[config.mk]
export PLATFORM = sky130hd
export DESIGN_NAME = dcache_store_write_buffer_flat
export DESIGN_NICKNAME = d
export VERILOG_FILES = /design/src/rtl/dcache_store_write_buffer_if.sv /design/src/rtl/dcache_store_write_buffer.sv /design/src/flat_wrapper.sv
export SDC_FILE = /design/constraint.sdc
export NUM_CORES = 1
export LEC_CHECK = 0
export BUFFER_PORTS_ARGS = -buffer_cell sky130_fd_sc_hd__buf_4
export CAP_MARGIN = 30
export CELL_PAD_IN_SITES_DETAIL_PLACEMENT = 0
export CELL_PAD_IN_SITES_GLOBAL_PLACEMENT = 1
export CORE_MARGIN = 10
export CORE_UTILIZATION = 46
export CTS_CLUSTER_SIZE = 30
export DETAILED_ROUTE_END_ITERATION = 7
export PLACE_DENSITY_LB_ADDON = 0.3
export SKIP_LAST_GASP = 1
export SYNTH_ARGS = -nofsm -noshare
export SYNTH_HDL_FRONTEND = slang
export SYNTH_SLANG_ARGS = --single-unit
[constraint.sdc]
create_clock -name clk -period 6.5 [get_ports clk]
set_input_delay 0.325 -clock clk [delete_from_list [all_inputs] [get_ports clk]]
set_output_delay 0.325 -clock clk [all_outputs]
set_load 0.02 [all_outputs]
[src/rtl/dcache_store_write_buffer_if.sv]
// Store-commit write port and downstream memory request port of the store write buffer.
// The slave modport is the buffer's view; master is the view of the surrounding environment.
interface dcache_store_write_buffer_if #(
  parameter int unsigned ADDR_WIDTH = 32,
  parameter int unsigned LINE_BYTES = 8
);
  logic                      dcWriteReq;
  logic [ADDR_WIDTH-1:0]     dcWriteAddr;
  logic [8*LINE_BYTES-1:0]   dcWriteData;
  logic [LINE_BYTES-1:0]     dcWriteByteWE;
  logic                      dcWriteUncachable;
  logic                      dcWriteReqAck;
  logic                      dcWriteBusy;
  logic                      dcWriteHit;
  logic                      memReqValid;
  logic [ADDR_WIDTH-1:0]     memReqAddr;
  logic [8*LINE_BYTES-1:0]   memReqData;
  logic [LINE_BYTES-1:0]     memReqByteWE;
  logic                      memReqUncachable;
  logic                      memReqReady;
  logic                      bufferEmpty;

  modport slave (
    input  dcWriteReq, dcWriteAddr, dcWriteData, dcWriteByteWE, dcWriteUncachable, memReqReady,
    output dcWriteReqAck, dcWriteBusy, dcWriteHit, memReqValid, memReqAddr, memReqData,
           memReqByteWE, memReqUncachable, bufferEmpty
  );

  modport master (
    output dcWriteReq, dcWriteAddr, dcWriteData, dcWriteByteWE, dcWriteUncachable, memReqReady,
    input  dcWriteReqAck, dcWriteBusy, dcWriteHit, memReqValid, memReqAddr, memReqData,
           memReqByteWE, memReqUncachable, bufferEmpty
  );
endinterface

[src/rtl/dcache_store_write_buffer.sv]
// In-order FIFO of line-sized store entries; cachable stores to the youngest entry's line merge
// into it, and entries drain to memory over a valid/ready handshake.
module dcache_store_write_buffer #(
  parameter int unsigned DEPTH      = 4,
  parameter int unsigned ADDR_WIDTH = 32,
  parameter int unsigned LINE_BYTES = 8
) (
  input logic                          clk,
  input logic                          rst,
  dcache_store_write_buffer_if.slave   bus
);
  localparam int unsigned OFFSET = $clog2(LINE_BYTES);
  localparam int unsigned PTR_W  = $clog2(DEPTH);
  localparam int unsigned DATA_W = 8 * LINE_BYTES;

  logic [ADDR_WIDTH-1:0] line_addr_q [DEPTH];
  logic [DATA_W-1:0]     data_q      [DEPTH];
  logic [LINE_BYTES-1:0] byte_we_q   [DEPTH];
  logic                  unc_q       [DEPTH];

  logic [PTR_W-1:0]      head_q, head_d, tail_q, tail_d, young;
  logic [PTR_W:0]        count_q, count_d;
  logic                  hit_q;
  logic                  busy, ack, pop, merge, alloc, young_popping;
  logic [ADDR_WIDTH-1:0] req_line;
  logic                  unused_offset;

  assign unused_offset = ^bus.dcWriteAddr[OFFSET-1:0];
  assign req_line      = {bus.dcWriteAddr[ADDR_WIDTH-1:OFFSET], {OFFSET{1'b0}}};

  always_comb begin
    busy  = (count_q == (PTR_W+1)'(DEPTH));
    ack   = bus.dcWriteReq & ~busy;
    pop   = (count_q != '0) & bus.memReqReady;
    young = tail_q - PTR_W'(1);
    // With one entry left and it popping, merging would write a slot that is leaving.
    young_popping = (count_q == (PTR_W+1)'(1)) & pop;
    merge = ack & (count_q != '0) & ~bus.dcWriteUncachable & ~unc_q[young]
          & (line_addr_q[young] == req_line) & ~young_popping;
    alloc = ack & ~merge;

    head_d  = pop   ? head_q + PTR_W'(1) : head_q;
    tail_d  = alloc ? tail_q + PTR_W'(1) : tail_q;
    count_d = count_q + (PTR_W+1)'(alloc) - (PTR_W+1)'(pop);
  end

  assign bus.dcWriteReqAck    = ack;
  assign bus.dcWriteBusy      = busy;
  assign bus.dcWriteHit       = hit_q;
  assign bus.bufferEmpty      = (count_q == '0);
  assign bus.memReqValid      = (count_q != '0);
  assign bus.memReqAddr       = line_addr_q[head_q];
  assign bus.memReqData       = data_q[head_q];
  assign bus.memReqByteWE     = byte_we_q[head_q];
  assign bus.memReqUncachable = unc_q[head_q];

  always_ff @(posedge clk) begin
    if (rst) begin
      head_q  <= '0;
      tail_q  <= '0;
      count_q <= '0;
      hit_q   <= 1'b0;
    end else begin
      head_q  <= head_d;
      tail_q  <= tail_d;
      count_q <= count_d;
      hit_q   <= merge;
    end
  end

  // Entry payload carries no reset; validity is tracked solely by the pointers and count.
  always_ff @(posedge clk) begin
    if (alloc) begin
      line_addr_q[tail_q] <= req_line;
      data_q[tail_q]      <= bus.dcWriteData;
      byte_we_q[tail_q]   <= bus.dcWriteByteWE;
      unc_q[tail_q]       <= bus.dcWriteUncachable;
    end else if (merge) begin
      for (int unsigned b = 0; b < LINE_BYTES; b++) begin
        if (bus.dcWriteByteWE[b]) data_q[young][8*b +: 8] <= bus.dcWriteData[8*b +: 8];
      end
      byte_we_q[young] <= byte_we_q[young] | bus.dcWriteByteWE;
    end
  end
endmodule
[src/flat_wrapper.sv]
// flat-port wrapper written by rule: the top's interface ports become plain ports
module dcache_store_write_buffer_flat 
#(
  parameter int unsigned DEPTH      = 4,
  parameter int unsigned ADDR_WIDTH = 32,
  parameter int unsigned LINE_BYTES = 8
)
  (clk, rst, bus_dcWriteReq, bus_dcWriteAddr, bus_dcWriteData, bus_dcWriteByteWE, bus_dcWriteUncachable, bus_memReqReady, bus_dcWriteReqAck, bus_dcWriteBusy, bus_dcWriteHit, bus_memReqValid, bus_memReqAddr, bus_memReqData, bus_memReqByteWE, bus_memReqUncachable, bus_bufferEmpty);
  dcache_store_write_buffer_if #(.ADDR_WIDTH(ADDR_WIDTH), .LINE_BYTES(LINE_BYTES)) bus_i ();
  input logic clk;
  input logic rst;
  input wire logic [$bits(bus_i.dcWriteReq)-1:0] bus_dcWriteReq;
  input wire logic [$bits(bus_i.dcWriteAddr)-1:0] bus_dcWriteAddr;
  input wire logic [$bits(bus_i.dcWriteData)-1:0] bus_dcWriteData;
  input wire logic [$bits(bus_i.dcWriteByteWE)-1:0] bus_dcWriteByteWE;
  input wire logic [$bits(bus_i.dcWriteUncachable)-1:0] bus_dcWriteUncachable;
  input wire logic [$bits(bus_i.memReqReady)-1:0] bus_memReqReady;
  output wire logic [$bits(bus_i.dcWriteReqAck)-1:0] bus_dcWriteReqAck;
  output wire logic [$bits(bus_i.dcWriteBusy)-1:0] bus_dcWriteBusy;
  output wire logic [$bits(bus_i.dcWriteHit)-1:0] bus_dcWriteHit;
  output wire logic [$bits(bus_i.memReqValid)-1:0] bus_memReqValid;
  output wire logic [$bits(bus_i.memReqAddr)-1:0] bus_memReqAddr;
  output wire logic [$bits(bus_i.memReqData)-1:0] bus_memReqData;
  output wire logic [$bits(bus_i.memReqByteWE)-1:0] bus_memReqByteWE;
  output wire logic [$bits(bus_i.memReqUncachable)-1:0] bus_memReqUncachable;
  output wire logic [$bits(bus_i.bufferEmpty)-1:0] bus_bufferEmpty;
  assign bus_i.dcWriteReq = bus_dcWriteReq;
  assign bus_i.dcWriteAddr = bus_dcWriteAddr;
  assign bus_i.dcWriteData = bus_dcWriteData;
  assign bus_i.dcWriteByteWE = bus_dcWriteByteWE;
  assign bus_i.dcWriteUncachable = bus_dcWriteUncachable;
  assign bus_i.memReqReady = bus_memReqReady;
  assign bus_dcWriteReqAck = bus_i.dcWriteReqAck;
  assign bus_dcWriteBusy = bus_i.dcWriteBusy;
  assign bus_dcWriteHit = bus_i.dcWriteHit;
  assign bus_memReqValid = bus_i.memReqValid;
  assign bus_memReqAddr = bus_i.memReqAddr;
  assign bus_memReqData = bus_i.memReqData;
  assign bus_memReqByteWE = bus_i.memReqByteWE;
  assign bus_memReqUncachable = bus_i.memReqUncachable;
  assign bus_bufferEmpty = bus_i.bufferEmpty;
  dcache_store_write_buffer #(.DEPTH(DEPTH), .ADDR_WIDTH(ADDR_WIDTH), .LINE_BYTES(LINE_BYTES)) u_core (.clk(clk), .rst(rst), .bus(bus_i));
endmodule
==> flow_metrics.py, run 1 <==
metrics = {
    "synth": {
        "synthTopCellsByArea": "edfxtp_1 (72%), mux4_2 (18%), xnor2_1 (1.6%)",
        "netlist-cell-type-count": 41,
        "yosysWarnings": 0,
        "synth_top_area_share_pct": 71.7,
        "synth_area_sq_um": 17100,
        "synth_edf_count": 408,
        "ys_ff_latch": 418,
        "netlist_instances": 771,
        "seq_area_frac_synth_pct": 72.9,
        "synthArstFlopShare_pct": 0,
        "synth_top_cell_by_area": "edfxtp_1",
        "avgSynthCellArea_sq_um": 22.1,
        "ys.flop_type": "edfxtp_1",
    },
    "sta": {
        "setup-tns-final_ps": 0,
        "worst_pin_slew_ps": 893,
        "finClkSkew_ps": 17.2,
        "setup_viol": 0,
        "post-route-min-period_ps": 4470,
        "final-max-slew-violation-count": 0,
        "hold_viol_final": 0,
        "fin_crit_sh_pct": 68.7,
        "fmax_ghz": 0.224,
        "relSlewSlack_pct": 40.5,
        "rsz0062_at_grt": "false",
    },
    "setup_path": {
        "regToRegSetupSlack_ps": 2030,
        "cp_max_fo": 19,
        "crit_arrival_ps": 4760,
        "crit_path_cell_trace": "inv_1 -> ha_2 -> buf_4 -> mux4_1 -> xnor2_1 -> nand4_1 -> nor4_4 -> buf_4 -> a2111oi_2 -> buf_4 -> o21bai_1 -> buf_4",
        "critical_path_class": "reg2reg",
        "rr_startpoint": "u_core.tail_q[1]$_SDFFE_PP0P_",
        "crit_end": "u_core.byte_we_q[3][6]$_DFFE_PP_",
        "cp_common_cell": "buf_4",
        "worst-endpoint-required_ps": 6790,
        "cp_slowest_cell": "ha_2",
        "crit_path_start_kind": "flip-flop",
        "crit_start": "u_core.tail_q[1]$_SDFFE_PP0P_",
        "critPathBufInv": 5,
        "slowest_delay_ps": 690,
        "r2r_end": "u_core.byte_we_q[3][6]$_DFFE_PP_",
        "crit_family": "buffers and inverters",
        "reg2reg_depth": 12,
        "endpoint_kind": "flip-flop",
        "worstSetupPathDepth": 12,
    },
    "clocking": {
        "root_buffer": "clkbuf_16",
        "postCtsSetupBuffers": 0,
        "clk_pin_slew_ps": 60,
        "cts_tree": "done",
        "cts_sinks": 418,
        "cts_buffer_depth": 3,
        "clk_latency_ps": 540,
        "cts_buffers": 44,
        "cts-htree-levels": 2,
    },
    "grt": {
        "grt_use_total_pct": 16.9,
        "grt_max_degree": 47,
        "overflow": 0,
        "grt_pass1_wl_um": 58100,
        "antenna_found_initial": 0,
        "grt_pass1_vias": 9770,
    },
    "routing": {
        "wirelength_um": 38100,
        "dr.pass1.iters": 5,
        "vias": 9004,
        "vias_per_cell": 5.49,
        "ant_nets": 0,
        "wl_per_cell_um": 23.2,
        "drt_iter0_drc": 596,
        "drc": 0,
    },
    "finish": {
        "final_cells": 1640,
        "multi_input_area_sq_um": 4410,
        "nNetsFinal": 1255,
        "fill_cells": 2648,
        "seq_area_sq_um": 12500,
        "drive_gt1_share_pct": 42.1,
        "syn_to_final_growth_pct": 28.4,
    },
    "floorplan": {
        "core-area_sq_um": 36600,
        "start_util_pct": 46.6,
        "rows": 70,
        "die_w_um": 213,
        "die-height_um": 213,
        "io-pin-count": 219,
        "dieArea_sq_um": 45200,
    },
    "status": {
        "status": "finished clean",
    },
    "flow_run": {
        "drv_cap": 0,
    },
    "placement": {
        "hpwl_um": 24900,
        "place_congestion": 0.737,
        "dp_cells": 1471,
        "io_buffers": 212,
    },
    "pwr": {
        "power.density_nw_per_um2": 385,
        "power_leakage_nw": 7.46,
        "ir_worst_vdd_uv": 238,
    },
    "min_path": {
        "min_path_type": "in2reg",
    },
}
Yosys cell counts, types with 8 or more instances:
library cell	n
a31o_2	8
buf_1	11
clkbuf_1	15
dfxtp_1	10
edfxtp_1	408
inv_1	10
mux4_2	137
nand2_1	18
nand4_1	11
nor2_1	11
o21bai_1	36
xnor2_1	32
final cells by class:
| type | count | share of cell area [%] |
|---|---|---|
| Antenna cell | 1 | 0.0114 |
| Clock buffer | 57 | 5.34 |
| Clock inverter | 21 | 1.38 |
| Inverter | 10 | 0.171 |
| Multi-Input combinational cell | 304 | 20.1 |
| Sequential cell | 418 | 56.9 |
| Tap cell | 468 | 2.67 |
| Timing Repair Buffer | 361 | 13.5 |
worst reg2reg max path, stage by stage (launching register included):
cell       delay [ps]
dfxtp_1           460
inv_1             160
ha_2              690
buf_4             300
mux4_1            330
xnor2_1           280
nand4_1           210
nor4_4            680
buf_4             310
a2111oi_2          80
buf_4             230
o21bai_1          260
buf_4             220
worst min path at each step:
| stage | startpoint | endpoint | depth (start not counted) |
|---|---|---|---|
| after floorplan | bus_dcWriteData[0] | u_core.data_q[0][0]$_DFFE_PP_ | 0 |
| after global placement | u_core.head_q[1]$_SDFFE_PP0P_ | flip-flop | 2 |
| after detailed placement | u_core.head_q[0]$_SDFFE_PP0P_ | flip-flop | 2 |
| after CTS | rst | flip-flop | 2 |
| after global routing | bus_dcWriteAddr[8] | u_core.line_addr_q[0][5]$_DFFE_PP_ | 1 |
| final | bus_dcWriteData[63] | u_core.data_q[0][63]$_DFFE_PP_ | 1 |
sequential cells by signal, summed over array words and instances, names as in the netlist, named ones only:
name,cells
u_core.bus.dcWriteHit,1
u_core.byte_we_q,32
u_core.count_q,3
u_core.data_q,256
u_core.head_q,2
u_core.line_addr_q,116
u_core.tail_q,2
u_core.unc_q,4
logic make-up after synthesis:
family | Yosys count | synth area share, %
buffers and inverters | 51 | 1.50
muxes | 140 | 18.4
adders and majority gates | 7 | 0.557
and+or+nand+nor | 63 | 2.11
DFF | 418 | 72.9
AOI/OAI and AO/OA | 55 | 2.64
xor gates and xnor gates | 36 | 1.89
other | 1 | 0.0220
where the power goes:
part,switching [mW],internal (mW),total (mW)
sequential,0.124,3.27,3.39
combinational,1.32,1.18,2.49
clock,0.961,1.58,2.54
total,2.40,6.03,8.43
stage by stage:
step / instance area (sq um) / hold WS (ps) / total power, mW / util (%) / setup WS (ps)
after floorplan: 17100 / 424 / 4.95 / - / 2690
after global placement: 19500 / 509 / 5.91 / 53.3 / 1980
after detailed placement: 19500 / 525 / 5.94 / 53.4 / 2010
after CTS: 21900 / 1.29 / 8.55 / 59.9 / 1960
after global routing: 21900 / 8.03 / 8.81 / 59.9 / 1710
final: 21900 / 23.5 / 8.43 / 59.9 / 2030
cells in the final DEF (no fill, tap or decap), drive strengths merged, types with 4 or more instances in the layout:
cell type | Yosys | layout
clkinv | 0 | 12
dfxtp | 10 | 10
clkbuf | 15 | 57
a31o | 8 | 8
bufinv | 0 | 8
ha | 6 | 6
nand2b | 4 | 4
xnor2 | 33 | 33
and2 | 6 | 6
a2111oi | 5 | 5
nor2 | 11 | 11
mux4 | 138 | 138
nand4 | 13 | 13
o21bai | 36 | 36
dlygate4sd3 | 0 | 90
inv | 10 | 10
edfxtp | 408 | 408
nand2 | 18 | 18
buf | 26 | 271
routing by layer:
metal | wire length, um | global-route usage, % | vias to the layer above
met5 | 0 | 0 | -
met4 | 545 | 3.74 | 0
met3 | 2730 | 3.56 | 40
met2 | 19600 | 29.0 | 341
met1 | 15200 | 21.8 | 4621
li1 | - | - | 4002
timing repair:
item,in CTS,in global routing
endpoints found under the hold margin,354,0
gates resized for setup,0,0
hold buffers,90,0
No activity file was read; power rests on OpenSTA's default activity.
==> run 2, diff against run 1 <==
CORE_UTILIZATION = 45   (was 46)
clock period = 3.7 ns   (was 6.5 ns; I/O delays follow)
==> run 2 against run 1 <==
Worst setup slack worse by 1700 ps. Global-route usage down 0.36 points. Cell count up 4.6%. Sequential share of layout area down 1.3 points. Register-to-register slack worse by 1700 ps. Non-clock buffer count up 32. Critical endpoint is now u_core.count_q[2]$_SDFF_PP0_. Fmax up 33%. Routed wire length up 1.0%. Hold slack better by 130 ps. First-iteration DRC count up 6.5%.
==> flow_metrics.py, run 2 (synthesized netlist as in run 1, its figures left out) <==
metrics = {
    "status": {
        "status": "finished clean",
    },
    "sta": {
        "setup_viol": 0,
        "rsz0062_at_grt": "false",
        "post-route-min-period_ps": 3370,
        "hold_viol_final": 0,
        "relSlewSlack_pct": 52.1,
        "worst_pin_slew_ps": 718,
        "finClkSkew_ps": 19.3,
        "setup-tns-final_ps": 0,
        "final-max-slew-violation-count": 0,
        "fin_crit_sh_pct": 91.0,
        "fmax_ghz": 0.297,
        "fin_ws_ps": 334,
    },
    "routing": {
        "wirelength_um": 38500,
        "drt_iter0_drc": 635,
        "drc": 0,
        "wl_per_cell_um": 22.4,
        "ant_nets": 0,
        "dr.pass1.iters": 5,
        "vias_per_cell": 5.30,
        "vias": 9097,
    },
    "floorplan": {
        "start_util_pct": 45.4,
        "core-area_sq_um": 37600,
        "io-pin-count": 219,
        "die-height_um": 215,
        "rows": 71,
        "dieArea_sq_um": 46100,
        "die_w_um": 215,
    },
    "clocking": {
        "cts_buffers": 43,
        "cts-htree-levels": 2,
        "root_buffer": "clkbuf_16",
        "cts_resized": 0,
        "clk_pin_slew_ps": 60,
        "cts_sinks": 418,
        "clk_latency_ps": 550,
        "cts_buffer_depth": 3,
        "cts_tree": "done",
    },
    "min_path": {
        "min_path_type": "in2reg",
        "hold_start": "bus_memReqReady",
    },
    "setup_path": {
        "crit_path_start_kind": "flip-flop",
        "slowest_delay_ps": 620,
        "crit_path_cell_trace": "buf_12 -> mux4_1 -> xnor2_1 -> nand4_1 -> nor4_4 -> a21oi_4 -> ha_1 -> fa_1 -> xnor2_1 -> xnor2_1 -> nor2_1",
        "worst-endpoint-required_ps": 4140,
        "critical_path_class": "reg2reg",
        "cp_slowest_cell": "mux4_1",
        "crit_arrival_ps": 3800,
        "critPathBufInv": 1,
        "endpoint_kind": "flip-flop",
        "rr_startpoint": "u_core.tail_q[0]$_SDFFE_PP0P_",
        "crit_family": "simple AND/OR/NAND/NOR gates",
        "cp_max_fo": 38,
        "crit_start": "u_core.tail_q[0]$_SDFFE_PP0P_",
        "cp_common_cell": "xnor2_1",
    },
    "placement": {
        "dp_cells": 1530,
        "io_buffers": 212,
        "place_congestion": 0.728,
        "place_ws_ps": 131,
        "place_area_sq_um": 19900,
        "hpwl_um": 24600,
    },
    "finish": {
        "largest_register_ffs": 256,
        "final_cell_mix": "edfxtp_1 (408), buf_4 (273), mux4_2 (137), dlygate4sd3_1 (103), clkbuf_16 (44)",
        "drive_gt1_share_pct": 42.6,
        "biggestRegsByFlops": "u_core.data_q: 256 flops, u_core.line_addr_q: 116 flops, u_core.byte_we_q: 32 flops",
        "largest_register": "u_core.data_q",
        "nNetsFinal": 1286,
        "fin_area_sq_um": 22400,
        "final_cells": 1716,
        "fin_util_pct": 59.7,
        "syn_to_final_growth_pct": 31.4,
        "final_common_cell": "edfxtp_1",
    },
    "flow_run": {
        "drv_cap": 0,
    },
    "grt": {
        "grt_pass1_vias": 9934,
        "grt_max_degree": 51,
        "antenna_found_initial": 1,
        "grt_use_total_pct": 16.6,
        "overflow": 0,
        "grt_pass1_wl_um": 59400,
    },
    "pwr": {
        "power.density_nw_per_um2": 666,
        "power_leakage_nw": 7.65,
        "ir_worst_vdd_uv": 519,
    },
}
-- run 2: changes by cell type in the layout (fill, tap and decap cells not counted), moves of 2 or more --
| cell | delta |
|---|---|
| buf_4 | +4 |
| clkinv_2 | -3 |
| clkinv_1 | +2 |
| buf_12 | +16 |
| dlygate4sd3_1 | +13 |
| inv_6 | +3 |
-- run 2: layout make-up --
class / instances / area (sq um)
Fill cell: 2773 / 15100
Timing Repair Buffer: 393 / 3430
Clock buffer: 54 / 1120
Sequential cell: 418 / 12500
Inverter: 10 / 37.5
Multi-Input combinational cell: 304 / 4420
Antenna cell: 1 / 2.50
Clock inverter: 25 / 337
Tap cell: 511 / 639
-- run 2: timing repair --
action | in CTS | in global routing
endpoints found under the hold margin | 416 | 0
hold buffers | 103 | 0
setup buffers | 0 | 3
setup endpoints to repair | 0 | 277
-- run 2: routing by layer --
layer / global-route usage, % / part of all wire (%)
met5: 1.18 / 0.19
met4: 4.11 / 1.5
met3: 3.69 / 6.3
met2: 28.1 / 51
met1: 21.2 / 41
-- run 2: worst min-delay path, stage by stage --
cell	delay, ps
buf_4	100
and2_1	190
xnor2_1	100
nor2_1	80
-- run 2: power breakdown --
part           total [mW]  switching, mW  leakage [nW]  internal, mW
Clock                4.42           1.71         0.701          2.71
Combinational        4.53           2.32          3.13          2.21
Sequential           6.00          0.259          3.82          5.74
-- run 2: per-stage QoR --
step	hold slack [ps]	total power [mW]
global placement	387	10.5
detailed placement	389	10.6
CTS	139	15.1
global route	167	15.6
finish	157	15.0
floorplan	284	8.71
-- run 2: path summary, 6_finish.rpt --
| path | endpoint | slack [ps] | cells after the start |
|---|---|---|---|
| max | u_core.count_q[2]$_SDFF_PP0_ | 330 | 11 |
| min | flip-flop | 160 | 4 |
| max reg2reg | u_core.count_q[2]$_SDFF_PP0_ | 330 | 11 |
| min reg2reg | u_core.head_q[1]$_SDFFE_PP0P_ | 540 | 2 |
==> run 3, diff against run 2 <==
CORE_MARGIN = 4   (was 10)
CORE_UTILIZATION = 46   (was 45)
clock period = 3.4 ns   (was 3.7 ns; I/O delays follow)
==> run 3 against run 2 <==
The flow now finishes with violations (setup timing). Critical endpoint is now u_core.data_q[1][0]$_DFFE_PP_. Final area grew 2.2%. Critical path depth grew 3. Largest power group unchanged. Total power grew 8.1%. Worst setup slack lost 370 ps. Fmax shrank 2.0%. Cell count shrank 1.4%. Global-route usage grew 2.0 points. Die area shrank 13%. Routed wire length shrank 1.7%. Flip-flop and latch count is the same.
==> flow_metrics.py, run 3 (synthesized netlist as in run 1, its figures left out) <==
metrics = {
    "sta": {
        "fin_crit_sh_pct": 101,
        "finClkSkew_ps": 17.4,
        "setup_viol": 16,
        "hold_viol_final": 0,
        "worst_pin_slew_ps": 832,
        "fmax_ghz": 0.291,
        "fin_ws_ps": -34.4,
        "whs_ps": 164,
        "rsz0062_at_grt": "true",
        "setup-tns-final_ps": -348,
        "relSlewSlack_pct": 44.6,
        "final-max-slew-violation-count": 0,
        "post-route-min-period_ps": 3430,
    },
    "setup_path": {
        "cp_slowest_cell": "dfxtp_4",
        "critical_path_class": "reg2reg",
        "endpoint_kind": "flip-flop",
        "crit_path_start_kind": "flip-flop",
        "worst-endpoint-required_ps": 3620,
        "slowest_delay_ps": 370,
        "cp_max_fo": 8,
        "crit_path_cell_trace": "clkinvlp_4 -> ha_4 -> buf_8 -> buf_12 -> mux4_2 -> xnor2_2 -> nand4_1 -> nor4_2 -> buf_4 -> buf_6 -> nand4_4 -> clkbuf_16 -> o21bai_1 -> buf_6",
        "crit_arrival_ps": 3660,
        "cp_common_cell": "buf_6",
    },
    "floorplan": {
        "rows": 70,
        "dieArea_sq_um": 40300,
        "die_w_um": 201,
        "io-pin-count": 219,
        "start_util_pct": 46.6,
        "core-area_sq_um": 36600,
        "die-height_um": 201,
    },
    "finish": {
        "final_cell_mix": "edfxtp_1 (408), buf_4 (276), mux4_2 (137), dlygate4sd3_1 (103), clkbuf_16 (47)",
        "largest_register_ffs": 256,
        "fill_cells": 2610,
        "final_common_cell": "edfxtp_1",
        "final_cells": 1692,
        "largest_register": "u_core.data_q",
        "syn_to_final_growth_pct": 34.3,
        "nNetsFinal": 1308,
        "drive_gt1_share_pct": 46.9,
        "biggestRegsByFlops": "u_core.data_q: 256 flops, u_core.line_addr_q: 116 flops, u_core.byte_we_q: 32 flops",
    },
    "clocking": {
        "clk_pin_slew_ps": 60,
        "cts_buffer_depth": 3,
        "cts_sinks": 418,
        "cts_tree": "done",
        "root_buffer": "clkbuf_16",
        "cts_buffers": 42,
        "clk_latency_ps": 530,
        "cts-htree-levels": 2,
    },
    "flow_run": {
        "drv_cap": 0,
    },
    "routing": {
        "vias_per_cell": 5.47,
        "vias": 9259,
        "wl_per_cell_um": 22.3,
        "drc": 0,
        "dr.pass1.iters": 5,
        "wirelength_um": 37800,
        "drt_iter0_drc": 590,
        "ant_nets": 0,
    },
    "placement": {
        "dp_cells": 1499,
        "place_congestion": 0.737,
        "io_buffers": 212,
        "hpwl_um": 24100,
    },
    "grt": {
        "grt_use_total_pct": 18.5,
        "overflow": 0,
        "grt_pass1_wl_um": 58400,
        "antenna_found_initial": 1,
        "grt_max_degree": 45,
        "grt_pass1_vias": 10000,
    },
    "pwr": {
        "p_total_mw": 16.2,
        "power_leakage_nw": 7.93,
        "ir_worst_vdd_uv": 483,
        "power.density_nw_per_um2": 705,
    },
    "status": {
        "status": "finished with violations",
        "violations": "setup timing",
    },
    "min_path": {
        "min_path_type": "in2reg",
    },
}
[run 3: cell count changes in the layout (fill, tap and decap cells not counted), moves of 5 or more]
cell       before  now
xnor2_1        32   13
xnor2_2         1   20
o21bai_1       36   20
o21bai_4        0   13
buf_6           0   10
buf_12         16   23
bufinv_16       8    3
[run 3: through the flow]
step	area (sq um)	setup WS, ps	utilization, %
6_report	22900	-34.4	62.6
5_1_grt	22900	-142	62.6
4_1_cts	22600	-6.34	61.7
3_5_place_dp	20100	-151	55.0
3_3_place_gp	20100	-165	55.0
2_1_floorplan	17300	-88.9	-
[run 3: final timing paths]
check	start	to	slack (ps)	cells after the start
hold reg to reg	u_core.head_q[1]$_SDFFE_PP0P_	flip-flop	530	2
hold / removal	bus_memReqReady	u_core.head_q[0]$_SDFFE_PP0P_	160	4
setup / recovery	u_core.tail_q[0]$_SDFFE_PP0P_	u_core.data_q[1][0]$_DFFE_PP_	-30	14
setup reg to reg	u_core.tail_q[0]$_SDFFE_PP0P_	u_core.data_q[1][0]$_DFFE_PP_	-30	14
[run 3: what timing repair did]
item	in CTS	in global routing
gates cloned	0	4
gates resized for setup	7	35
hold endpoints to repair	417	0
hold buffers	103	0
setup buffers	6	4
pin swaps	4	9
setup endpoints to repair	289	281
[run 3: cell type report]
cell class	instances	area [sq um]	area share, %
Antenna cell	1	2.50	0.0109
Inverter	10	41.3	0.180
Multi-Input combinational cell	304	4750	20.7
Timing Repair Buffer	416	3760	16.4
Sequential cell	418	12500	54.3
Tap cell	468	586	2.55
Clock buffer	53	1160	5.04
Clock inverter	22	179	0.780
[run 3: routing by layer]
metal  vias to the layer above  global-route usage [%]  routed length, um
met5                         -                       0                  0
met4                         0                    3.98                507
met3                        39                    4.22               2240
met2                       276                    31.4              19300
met1                      4830                    25.0              15800
li1                       4114                       -                  -
[run 3: worst max-delay path, delay by kind of cell, from the launching register on]
kind | cells | cell delay [ps]
buffers and inverters | 7 | 1070
xor gates and xnor gates | 1 | 200
muxes | 1 | 320
DFF | 1 | 370
and+or+nand+nor | 3 | 670
adders and majority gates | 1 | 300
AOI/OAI and AO/OA | 1 | 190
[run 3: report_power, final]
part	total (mW)	switching [mW]	leakage (nW)	internal [mW]
Clock	4.44	1.81	0.654	2.63
Combinational	5.21	2.60	3.46	2.61
Sequential	6.51	0.267	3.82	6.25
Total	16.2	4.68	7.93	11.5
